File: src/rtl/regfile_wb_sequencer_if.sv
// Write-back request channel (memory stage -> sequencer) and register-file write port.
// Slave side is the sequencer; master side is whoever drives requests and observes writes.
interface regfile_wb_sequencer_if #(
    parameter int DATA_W  = 64,
    parameter int RADDR_W = 4
);
    logic               wb_valid;
    logic               wb_ready;
    logic [3:0]         wb_icode;
    logic [RADDR_W-1:0] wb_rA;
    logic [RADDR_W-1:0] wb_rB;
    logic [DATA_W-1:0]  wb_valE;
    logic [DATA_W-1:0]  wb_valM;
    logic               rf_we;
    logic [RADDR_W-1:0] rf_waddr;
    logic [DATA_W-1:0]  rf_wdata;

    modport master (
        output wb_valid, wb_icode, wb_rA, wb_rB, wb_valE, wb_valM,
        input  wb_ready, rf_we, rf_waddr, rf_wdata
    );

    modport slave (
        input  wb_valid, wb_icode, wb_rA, wb_rB, wb_valE, wb_valM,
        output wb_ready, rf_we, rf_waddr, rf_wdata
    );
endinterface

File: src/rtl/regfile_wb_sequencer.sv
// Expands one write-back request into 0-2 ordered register writes, tracking pending destinations.
// Latency: accept at edge N -> first write in cycle N+1, popq second write in N+2; wb_err in N+1.
// Backpressure: wb_ready drops only while a popq's first write is in flight. Bypass: REGFILE_WB_BYPASS_EN.
module regfile_wb_sequencer #(
    parameter int               DATA_W  = 64,
    parameter int               RADDR_W = 4,
    parameter logic [RADDR_W-1:0] SP_IDX = 4'd4
) (
    input  logic               clk,
    input  logic               rst,
    regfile_wb_sequencer_if.slave bus,
    input  logic [RADDR_W-1:0] rd_addr_a,
    input  logic [RADDR_W-1:0] rd_addr_b,
    output logic               hazard_a,
    output logic               hazard_b,
`ifdef REGFILE_WB_BYPASS_EN
    output logic [DATA_W-1:0]  byp_a_data,
    output logic [DATA_W-1:0]  byp_b_data,
`endif
    output logic               busy,
    output logic               wb_err
);
    localparam logic [RADDR_W-1:0] NO_REG = '1;

    typedef enum logic [1:0] {IDLE, WR0, WR1} state_t;

    state_t             state_q, state_d;
    logic               slot0_vld_q, slot1_vld_q;
    logic [RADDR_W-1:0] slot0_idx_q, slot1_idx_q;
    logic [DATA_W-1:0]  slot0_dat_q, slot1_dat_q;
    logic               wb_err_q;

    logic               new0_vld, new1_vld, new_drop;
    logic [RADDR_W-1:0] new0_idx, new1_idx;
    logic [DATA_W-1:0]  new0_dat, new1_dat;

    logic               ready, accept, we;
    logic [RADDR_W-1:0] waddr;
    logic [DATA_W-1:0]  wdata;

    // Slot0 always holds the first write, so a popq's rsp update lands before its rA update.
    always_comb begin
        new0_vld = 1'b0;
        new1_vld = 1'b0;
        new_drop = 1'b0;
        new0_idx = NO_REG;
        new1_idx = NO_REG;
        new0_dat = '0;
        new1_dat = '0;
        case (bus.wb_icode)
            4'h2, 4'h3, 4'h6: begin
                new0_idx = bus.wb_rB;
                new0_dat = bus.wb_valE;
                new0_vld = (bus.wb_rB != NO_REG);
                new_drop = (bus.wb_rB == NO_REG);
            end
            4'h5: begin
                new0_idx = bus.wb_rB;
                new0_dat = bus.wb_valM;
                new0_vld = (bus.wb_rB != NO_REG);
                new_drop = (bus.wb_rB == NO_REG);
            end
            4'h8, 4'h9, 4'hA: begin
                new0_idx = SP_IDX;
                new0_dat = bus.wb_valE;
                new0_vld = 1'b1;
            end
            4'hB: begin
                new0_idx = SP_IDX;
                new0_dat = bus.wb_valE;
                new0_vld = 1'b1;
                new1_idx = bus.wb_rA;
                new1_dat = bus.wb_valM;
                new1_vld = (bus.wb_rA != NO_REG);
                new_drop = (bus.wb_rA == NO_REG);
            end
            default: ;
        endcase
    end

    always_comb begin
        state_d = state_q;
        ready   = 1'b0;
        we      = 1'b0;
        waddr   = NO_REG;
        wdata   = '0;
        case (state_q)
            IDLE:    ready = 1'b1;
            WR0: begin
                ready = !slot1_vld_q;
                we    = 1'b1;
                waddr = slot0_idx_q;
                wdata = slot0_dat_q;
            end
            WR1: begin
                ready = 1'b1;
                we    = 1'b1;
                waddr = slot1_idx_q;
                wdata = slot1_dat_q;
            end
            default: ready = 1'b0;
        endcase
        accept = bus.wb_valid && ready;
        if (state_q == WR0 && slot1_vld_q) begin
            state_d = WR1;
        end else if (accept && new0_vld) begin
            state_d = WR0;
        end else begin
            state_d = IDLE;
        end
    end

    always_ff @(posedge clk) begin
        if (rst) begin
            state_q     <= IDLE;
            slot0_vld_q <= 1'b0;
            slot1_vld_q <= 1'b0;
            slot0_idx_q <= NO_REG;
            slot1_idx_q <= NO_REG;
            slot0_dat_q <= '0;
            slot1_dat_q <= '0;
            wb_err_q    <= 1'b0;
        end else begin
            state_q  <= state_d;
            wb_err_q <= accept && new_drop;
            if (accept) begin
                slot0_vld_q <= new0_vld;
                slot1_vld_q <= new1_vld;
                slot0_idx_q <= new0_idx;
                slot1_idx_q <= new1_idx;
                slot0_dat_q <= new0_dat;
                slot1_dat_q <= new1_dat;
            end else begin
                if (state_q == WR0) slot0_vld_q <= 1'b0;
                if (state_q == WR1) slot1_vld_q <= 1'b0;
            end
        end
    end

    // A slot stays valid through its own write cycle, so the in-flight write still flags a hazard.
    logic a_m0, a_m1, b_m0, b_m1;
    assign a_m0 = (rd_addr_a != NO_REG) && slot0_vld_q && (slot0_idx_q == rd_addr_a);
    assign a_m1 = (rd_addr_a != NO_REG) && slot1_vld_q && (slot1_idx_q == rd_addr_a);
    assign b_m0 = (rd_addr_b != NO_REG) && slot0_vld_q && (slot0_idx_q == rd_addr_b);
    assign b_m1 = (rd_addr_b != NO_REG) && slot1_vld_q && (slot1_idx_q == rd_addr_b);

    assign hazard_a = a_m0 || a_m1;
    assign hazard_b = b_m0 || b_m1;

`ifdef REGFILE_WB_BYPASS_EN
    assign byp_a_data = a_m1 ? slot1_dat_q : (a_m0 ? slot0_dat_q : '0);
    assign byp_b_data = b_m1 ? slot1_dat_q : (b_m0 ? slot0_dat_q : '0);
`endif

    assign busy         = (state_q != IDLE);
    assign wb_err       = wb_err_q;
    assign bus.wb_ready = ready;
    assign bus.rf_we    = we;
    assign bus.rf_waddr = waddr;
    assign bus.rf_wdata = wdata;
endmodule

File: src/flat_wrapper.sv
// flat-port wrapper written by rule: the top's interface ports become plain ports
module regfile_wb_sequencer_flat 
#(
    parameter int               DATA_W  = 64,
    parameter int               RADDR_W = 4,
    parameter logic [RADDR_W-1:0] SP_IDX = 4'd4
)
  (clk, rst, rd_addr_a, rd_addr_b, hazard_a, hazard_b, busy, wb_err, bus_wb_valid, bus_wb_icode, bus_wb_rA, bus_wb_rB, bus_wb_valE, bus_wb_valM, bus_wb_ready, bus_rf_we, bus_rf_waddr, bus_rf_wdata);
  regfile_wb_sequencer_if #(.DATA_W(DATA_W), .RADDR_W(RADDR_W)) bus_i ();
  input  logic clk;
  input  logic rst;
  input  logic [RADDR_W-1:0] rd_addr_a;
  input  logic [RADDR_W-1:0] rd_addr_b;
  output logic hazard_a;
  output logic hazard_b;
  output logic busy;
  output logic wb_err;
  input wire logic [$bits(bus_i.wb_valid)-1:0] bus_wb_valid;
  input wire logic [$bits(bus_i.wb_icode)-1:0] bus_wb_icode;
  input wire logic [$bits(bus_i.wb_rA)-1:0] bus_wb_rA;
  input wire logic [$bits(bus_i.wb_rB)-1:0] bus_wb_rB;
  input wire logic [$bits(bus_i.wb_valE)-1:0] bus_wb_valE;
  input wire logic [$bits(bus_i.wb_valM)-1:0] bus_wb_valM;
  output wire logic [$bits(bus_i.wb_ready)-1:0] bus_wb_ready;
  output wire logic [$bits(bus_i.rf_we)-1:0] bus_rf_we;
  output wire logic [$bits(bus_i.rf_waddr)-1:0] bus_rf_waddr;
  output wire logic [$bits(bus_i.rf_wdata)-1:0] bus_rf_wdata;
  assign bus_i.wb_valid = bus_wb_valid;
  assign bus_i.wb_icode = bus_wb_icode;
  assign bus_i.wb_rA = bus_wb_rA;
  assign bus_i.wb_rB = bus_wb_rB;
  assign bus_i.wb_valE = bus_wb_valE;
  assign bus_i.wb_valM = bus_wb_valM;
  assign bus_wb_ready = bus_i.wb_ready;
  assign bus_rf_we = bus_i.rf_we;
  assign bus_rf_waddr = bus_i.rf_waddr;
  assign bus_rf_wdata = bus_i.rf_wdata;
  regfile_wb_sequencer #(.DATA_W(DATA_W), .RADDR_W(RADDR_W), .SP_IDX(SP_IDX)) u_core (.clk(clk), .rst(rst), .bus(bus_i), .rd_addr_a(rd_addr_a), .rd_addr_b(rd_addr_b), .hazard_a(hazard_a), .hazard_b(hazard_b), .busy(busy), .wb_err(wb_err));
endmodule
File: config.mk
export PLATFORM = sky130hd
export DESIGN_NAME = regfile_wb_sequencer_flat
export DESIGN_NICKNAME = d
export VERILOG_FILES = /design/src/rtl/regfile_wb_sequencer_if.sv /design/src/rtl/regfile_wb_sequencer.sv /design/src/flat_wrapper.sv
export SDC_FILE = /design/constraint.sdc
export NUM_CORES = 1
export LEC_CHECK = 0
export ABC_AREA = 1
export BUFFER_PORTS_ARGS = -buffer_cell sky130_fd_sc_hd__buf_2
export CELL_PAD_IN_SITES_DETAIL_PLACEMENT = 1
export CELL_PAD_IN_SITES_GLOBAL_PLACEMENT = 2
export CORE_MARGIN = 2
export CORE_UTILIZATION = 30
export DETAILED_ROUTE_END_ITERATION = 8
export PLACE_DENSITY = 0.92
export RECOVER_POWER = 50
export SLEW_MARGIN = 30
export SYNTH_ARGS = -nofsm -noshare
export SYNTH_HDL_FRONTEND = slang
export SYNTH_SLANG_ARGS = --single-unit
File: constraint.sdc
create_clock -name clk -period 4.09 [get_ports clk]
set_input_delay 0.818 -clock clk [delete_from_list [all_inputs] [get_ports clk]]
set_output_delay 0.818 -clock clk [all_outputs]
set_load 0.005 [all_outputs]
# Word level (Yosys, flattened, before mapping)
# Index checks and enable logic that the tools add are counted.
dict set report classes {
  reduce_logical 25
  n_eq_ne 20
  mux 17
}
# cell n
set ops {}
lappend ops {{64-bit one-hot mux with 2 select lines} 2}
lappend ops {{64-bit two-way mux} 1}
lappend ops {{4-bit equality test, second input constant} 6}
lappend ops {{4-bit equality test} 4}
lappend ops {{4-bit inequality test, second input constant} 4}
lappend ops {{4-bit one-hot mux with 2 select lines} 2}
lappend ops {{1-bit logical AND} 12}
lappend ops {{4-bit by 2-bit equality test with 1-bit output, second input constant} 2}
lappend ops {{4-bit by 3-bit equality test with 1-bit output, second input constant} 2}
lappend ops {{4-bit OR reduction} 2}
lappend ops {{1-bit two-way mux} 7}
lappend ops {{7-bit OR reduction} 1}
lappend ops {{1-bit one-hot mux with 2 select lines} 3}
lappend ops {{2-bit nonzero test} 3}
lappend ops {{2-bit OR reduction} 3}
lappend ops {{4-bit two-way mux} 1}
lappend ops {{2-bit by 1-bit equality test with 1-bit output, second input constant} 1}
lappend ops {{2-bit equality test, second input constant} 1}
lappend ops {{2-bit logical NOT} 1}
lappend ops {{1-bit logical OR} 2}
lappend ops {{2-bit two-way mux} 1}
lappend ops {{1-bit logical NOT} 1}
dict set report totals {
  output_inout_bits 74
  register_bits 141
  wordCells 71
  inputBits 151
}

# Depth between registers and ports, before layout
dict set report depth {
  ltp_word 7
  mapped_depth 11
  ltp_nobuf 10
}

# Worst setup path before layout
# Ideal clock, no wire load.
dict set report synth_path {
  path_type {reg-to-output}
  from {register u_core.state_q[0]}
  to {output port bus_rf_wdata[0]}
  n_path_buf 2
  path_stages_with_launch 7
  slack_ns 1.826
  arrival_time_ns 1.446
  required_time_ns 3.272
  cell_sequence {dfxtp_1 inv_1 ha_1 inv_1 clkbuf_1 buf_1 a21oi_1}
}
dict set report synth_between {
  elab_chain_cells 2
  elab_cells_between_ends 3
  classes_between {eq/ne (2); mux (1)}
}
# element line_no
set synth_rtl {}
lappend synth_rtl {{start: declaration} regfile_wb_sequencer.sv:27} ;# state_t state_q, state_d;
lappend synth_rtl {{start signal: assignment} regfile_wb_sequencer.sv:124} ;# state_q <= state_d;
lappend synth_rtl {{2-bit equality test or 2-bit by 1-bit equality test with 1-bit output (tied branches)} regfile_wb_sequencer.sv:87} ;# case (state_q)
lappend synth_rtl {{64-bit one-hot mux with 2 select lines *} regfile_wb_sequencer.sv:87}
lappend synth_rtl {{end: declaration} flat_wrapper.sv:27} ;# output wire logic [$bits(bus_i.rf_wdata)-1:0] bus_rf_wdata;
# Every way passes the cells marked *; elsewhere a longest branch is shown, timed or not.

# Worst setup path in the final report
dict set report layout_path {
  from {register u_core.state_q[0]}
  to {output port bus_rf_wdata[49]}
}
# The elaborated chain is that of the path after synthesis.

==> flow_results.xml <==
<?xml version="1.0" encoding="UTF-8"?>
<metrics>
  <group name="floorplan">
    <metric name="design.portCount" unit="">225</metric>
    <metric name="die_x" unit="µm">166</metric>
    <metric name="initial_utilization" unit="%">30.4</metric>
    <metric name="core_area" unit="µm²">25900</metric>
    <metric name="die_h" unit="µm">166</metric>
    <metric name="dieArea" unit="µm²">27600</metric>
    <metric name="floorplan.rows" unit="">59</metric>
  </group>
  <group name="logic_synthesis">
    <metric name="synth-main-ff-cell" unit="">dfxtp_1</metric>
    <metric name="yosysUniqueCellTypes" unit="">27</metric>
    <metric name="synth.largest_area_cell" unit="">dfxtp_1</metric>
    <metric name="synth_area" unit="µm²">7880</metric>
    <metric name="synth.ff_latch_count" unit="">141</metric>
    <metric name="synthArstFlopShare" unit="%">0</metric>
    <metric name="synth_edf_count" unit="">0</metric>
    <metric name="avgSynthCellArea" unit="µm²">6.50</metric>
    <metric name="syn-instance-count" unit="">1213</metric>
    <metric name="net_count_after_synthesis" unit="">1368</metric>
    <metric name="most_repeated_cell_in_the_gate_level_netlist_after_synthesis" unit="">nand2_1</metric>
    <metric name="yosys.area.top_type_share" unit="%">35.8</metric>
    <metric name="ys.warnings.count" unit="">0</metric>
    <metric name="synth.top_cells.by_area" unit="">dfxtp_1 (36%), nand2_1 (18%), a21oi_1 (13%)</metric>
    <metric name="synth_commonest_cells" unit="">nand2_1 (372), a21oi_1 (212), inv_1 (160), dfxtp_1 (141), nor2_1 (93)</metric>
    <metric name="yosysSeqAreaShare" unit="%">35.8</metric>
  </group>
  <group name="timing">
    <metric name="period_needed" unit="ns">3.37</metric>
    <metric name="final.setup.tns" unit="ns">0</metric>
    <metric name="min_period_over_period" unit="%">82.3</metric>
    <metric name="fin_skew" unit="ns">0.0114</metric>
    <metric name="tightest_slew" unit="ns">1.76</metric>
    <metric name="slew-limit-headroom" unit="%">-17.0</metric>
    <metric name="setup-violations-final" unit="">0</metric>
    <metric name="max_clock_freq" unit="GHz">0.297</metric>
    <metric name="hold_viol_final" unit="">0</metric>
    <metric name="slew_viol_final" unit="">112</metric>
    <metric name="rsz0062_at_grt" unit="">false</metric>
  </group>
  <group name="routing">
    <metric name="avgViaCountPerCell" unit="">4.69</metric>
    <metric name="routed_wl_met3" unit="µm">1200</metric>
    <metric name="remaining_drc_errors" unit="">0</metric>
    <metric name="totalWireLength" unit="µm">27700</metric>
    <metric name="drt-wirelength-per-cell" unit="µm">15.9</metric>
    <metric name="route.layer.met1.wl" unit="µm">13400</metric>
    <metric name="detailedRoute.firstIterationViolations" unit="">413</metric>
    <metric name="maxUsedRoutingLayer" unit="">met5</metric>
    <metric name="antenna_violating_nets_post_route" unit="">0</metric>
    <metric name="routed-via-count" unit="">8158</metric>
    <metric name="detailroute.wirelength.met2" unit="µm">12800</metric>
    <metric name="length_of_the_first_detailed_routing_pass_in_iterations" unit="">4</metric>
  </group>
  <group name="finish">
    <metric name="flow.area_growth_from_synthesis" unit="%">21.1</metric>
    <metric name="layout.nets" unit="">1549</metric>
    <metric name="non_filler_cells_final" unit="">1741</metric>
    <metric name="drive_gt1_share" unit="%">25.8</metric>
  </group>
  <group name="critical_path">
    <metric name="timing.critical_path.max_delay_family" unit="">buffers and inverters</metric>
    <metric name="critPathSlowestCell" unit="">inv_2</metric>
    <metric name="critPathBufInv" unit="">4</metric>
    <metric name="worst_ep_arrival" unit="ns">2.55</metric>
    <metric name="worstSetupStartpointType" unit="">flop</metric>
    <metric name="cp_slowest_stage_delay" unit="ns">0.69</metric>
    <metric name="worstPathCellList" unit="">inv_1 -&gt; ha_1 -&gt; inv_2 -&gt; buf_4 -&gt; a21oi_1 -&gt; buf_2</metric>
    <metric name="critPathMaxFanout" unit="">45</metric>
    <metric name="worst_setup_path_end_kind" unit="">output port</metric>
    <metric name="criticalPathCategory" unit="">flop to output port</metric>
    <metric name="critical_path_required" unit="ns">3.27</metric>
  </group>
  <group name="global_routing">
    <metric name="grt_max_degree" unit="">78</metric>
    <metric name="grt_pass1_wl" unit="µm">45200</metric>
    <metric name="first_global_vias" unit="">8508</metric>
    <metric name="track_usage" unit="%">20.1</metric>
    <metric name="grt_overflow_total" unit="">0</metric>
    <metric name="antenna_violations_before_repair" unit="">2</metric>
  </group>
  <group name="cts">
    <metric name="post_cts_buffers" unit="">0</metric>
    <metric name="cts_clk_pin_slew_worst_paths" unit="ns">0.06</metric>
    <metric name="ctsHoldBuffers" unit="">0</metric>
    <metric name="insertion_delay" unit="ns">0.42</metric>
    <metric name="cts_resized" unit="">0</metric>
    <metric name="cts_tree" unit="">built</metric>
    <metric name="ctsRootBufferMaster" unit="">clkbuf_16</metric>
    <metric name="numClockSinks" unit="">141</metric>
    <metric name="ctsLongestPathBuffers" unit="">2</metric>
    <metric name="total_clock_buffers_created_by_cts" unit="">17</metric>
    <metric name="htree_levels" unit="">4</metric>
  </group>
  <group name="flow_run">
    <metric name="max-cap-violations" unit="">2</metric>
  </group>
  <group name="placed_design">
    <metric name="placed_cells_incl_taps" unit="">1710</metric>
    <metric name="gp_routability_congestion" unit="">0.826</metric>
    <metric name="detailedPlacementHpwl" unit="µm">18900</metric>
    <metric name="place.port_buffers" unit="">224</metric>
  </group>
  <group name="power">
    <metric name="p_leak" unit="µW">0.00433</metric>
    <metric name="peakVddDrop" unit="mV">0.237</metric>
    <metric name="power_density" unit="nW/µm²">357</metric>
  </group>
  <group name="run_status">
    <metric name="violations_in_the_final_reports" unit="">max-capacitance violations, max-slew violations</metric>
    <metric name="status" unit="">complete, but fails checks</metric>
  </group>
  <group name="hold_path">
    <metric name="hp-class" unit="">flop to flop</metric>
  </group>
</metrics>
tightest hold or removal path, cell delays in order (launching register included):
cell and delay, ns:
dfxtp_1 0.31, nand2_1 0.06, a21oi_1 0.06
cell type report:
| type | count | area [µm²] |
|---|---|---|
| clock inverter | 10 | 91.3 |
| fill | 3474 | 16400 |
| tap | 335 | 419 |
| clock buffer | 20 | 457 |
| sequential | 141 | 2820 |
| antenna | 1 | 2.50 |
| multi-input combinational | 830 | 3880 |
| inverter | 163 | 612 |
| timing repair buffer | 241 | 1260 |
stage by stage:
| step | area, µm² | power (µW) | worst slack (ns) | utilization [%] | hold slack [ns] |
|---|---|---|---|---|---|
| final | 9550 | 3410 | 0.723 | 36.8 | 0.472 |
| after global routing | 9550 | 3590 | 0.509 | 36.8 | 0.492 |
| after CTS | 9630 | 3460 | 0.673 | 37.2 | 0.474 |
| after detailed placement | 9080 | 1970 | 1.14 | 35.0 | 0.464 |
| after global placement | 9080 | 1950 | 1.21 | 35.0 | 0.452 |
| after floorplan | 7880 | 1780 | 1.83 | - | 0.445 |
power by group:
group	internal (µW)	leakage (µW)	switching, µW
logic	159	0.00291	302
clock network	863	0.000268	617
registers	1440	0.00115	35.5
total	2460	0.00433	955
cell families (layout without fill, tap and decap cells):
group	count (synthesis)	in the layout	share of synthesized area (%)
compound gates	278	278	20.3
buf+inv	242	434	14.3
xor+xnor	6	6	0.667
simple gates	542	542	28.3
fa+ha+maj	4	4	0.635
other cells	0	1	0
flops	141	141	35.8
final timing paths:
check | slack, ns | start | depth (start not counted) | to
max | 0.72 | u_core.state_q[0]$_SDFF_PP0_ | 6 | bus_rf_wdata[49]
min | 0.47 | u_core.slot1_dat_q[4]$_SDFFE_PP0P_ | 2 | u_core.slot1_dat_q[4]$_SDFFE_PP0P_
max reg2reg | 0.84 | u_core.state_q[1]$_SDFF_PP0_ | 9 | u_core.state_q[0]$_SDFF_PP0_
min reg2reg | 0.47 | u_core.slot1_dat_q[4]$_SDFFE_PP0P_ | 2 | u_core.slot1_dat_q[4]$_SDFFE_PP0P_
sequential cells by signal (all words and copies together) (netlist names):
register            cells
u_core.slot0_dat_q     64
u_core.slot1_dat_q     64
u_core.slot0_idx_q      4
u_core.slot1_idx_q      4
u_core.state_q          2
u_core.slot0_vld_q      1
u_core.slot1_vld_q      1
u_core.wb_err           1
cells in the final DEF, fill, tap and decap left out:
cell type	synthesis	routed
buf_4	1	13
xor2_1	6	6
o221ai_1	3	3
nand2_1	372	371
nand3_1	10	11
bufinv_16	0	1
clkbuf_2	0	2
buf_12	6	2
clkinv_4	0	1
inv_2	3	4
ha_1	4	2
clkinv_2	0	4
clkbuf_16	0	17
ha_2	0	2
nor2_1	93	94
o211ai_1	2	2
nand2_2	51	52
diode_2	0	1
buf_2	22	220
nand4_1	6	6
nand4_4	1	1
nor3_1	6	6
inv_1	160	159
clkbuf_1	23	5
clkbuf_8	0	2
a21oi_1	212	226
dfxtp_1	141	141
a21oi_2	50	36
o21ai_0	10	10
nor2_4	1	1
clkinvlp_4	0	2
inv_6	0	2
a21boi_0	1	1
per-layer routing:
metal	vias up	global-route usage [%]
li1	4102	-
met1	3833	27.6
met2	196	33.0
met3	25	3.50
met4	2	4.73
met5	-	0
(Power assumes the default switching activity.)
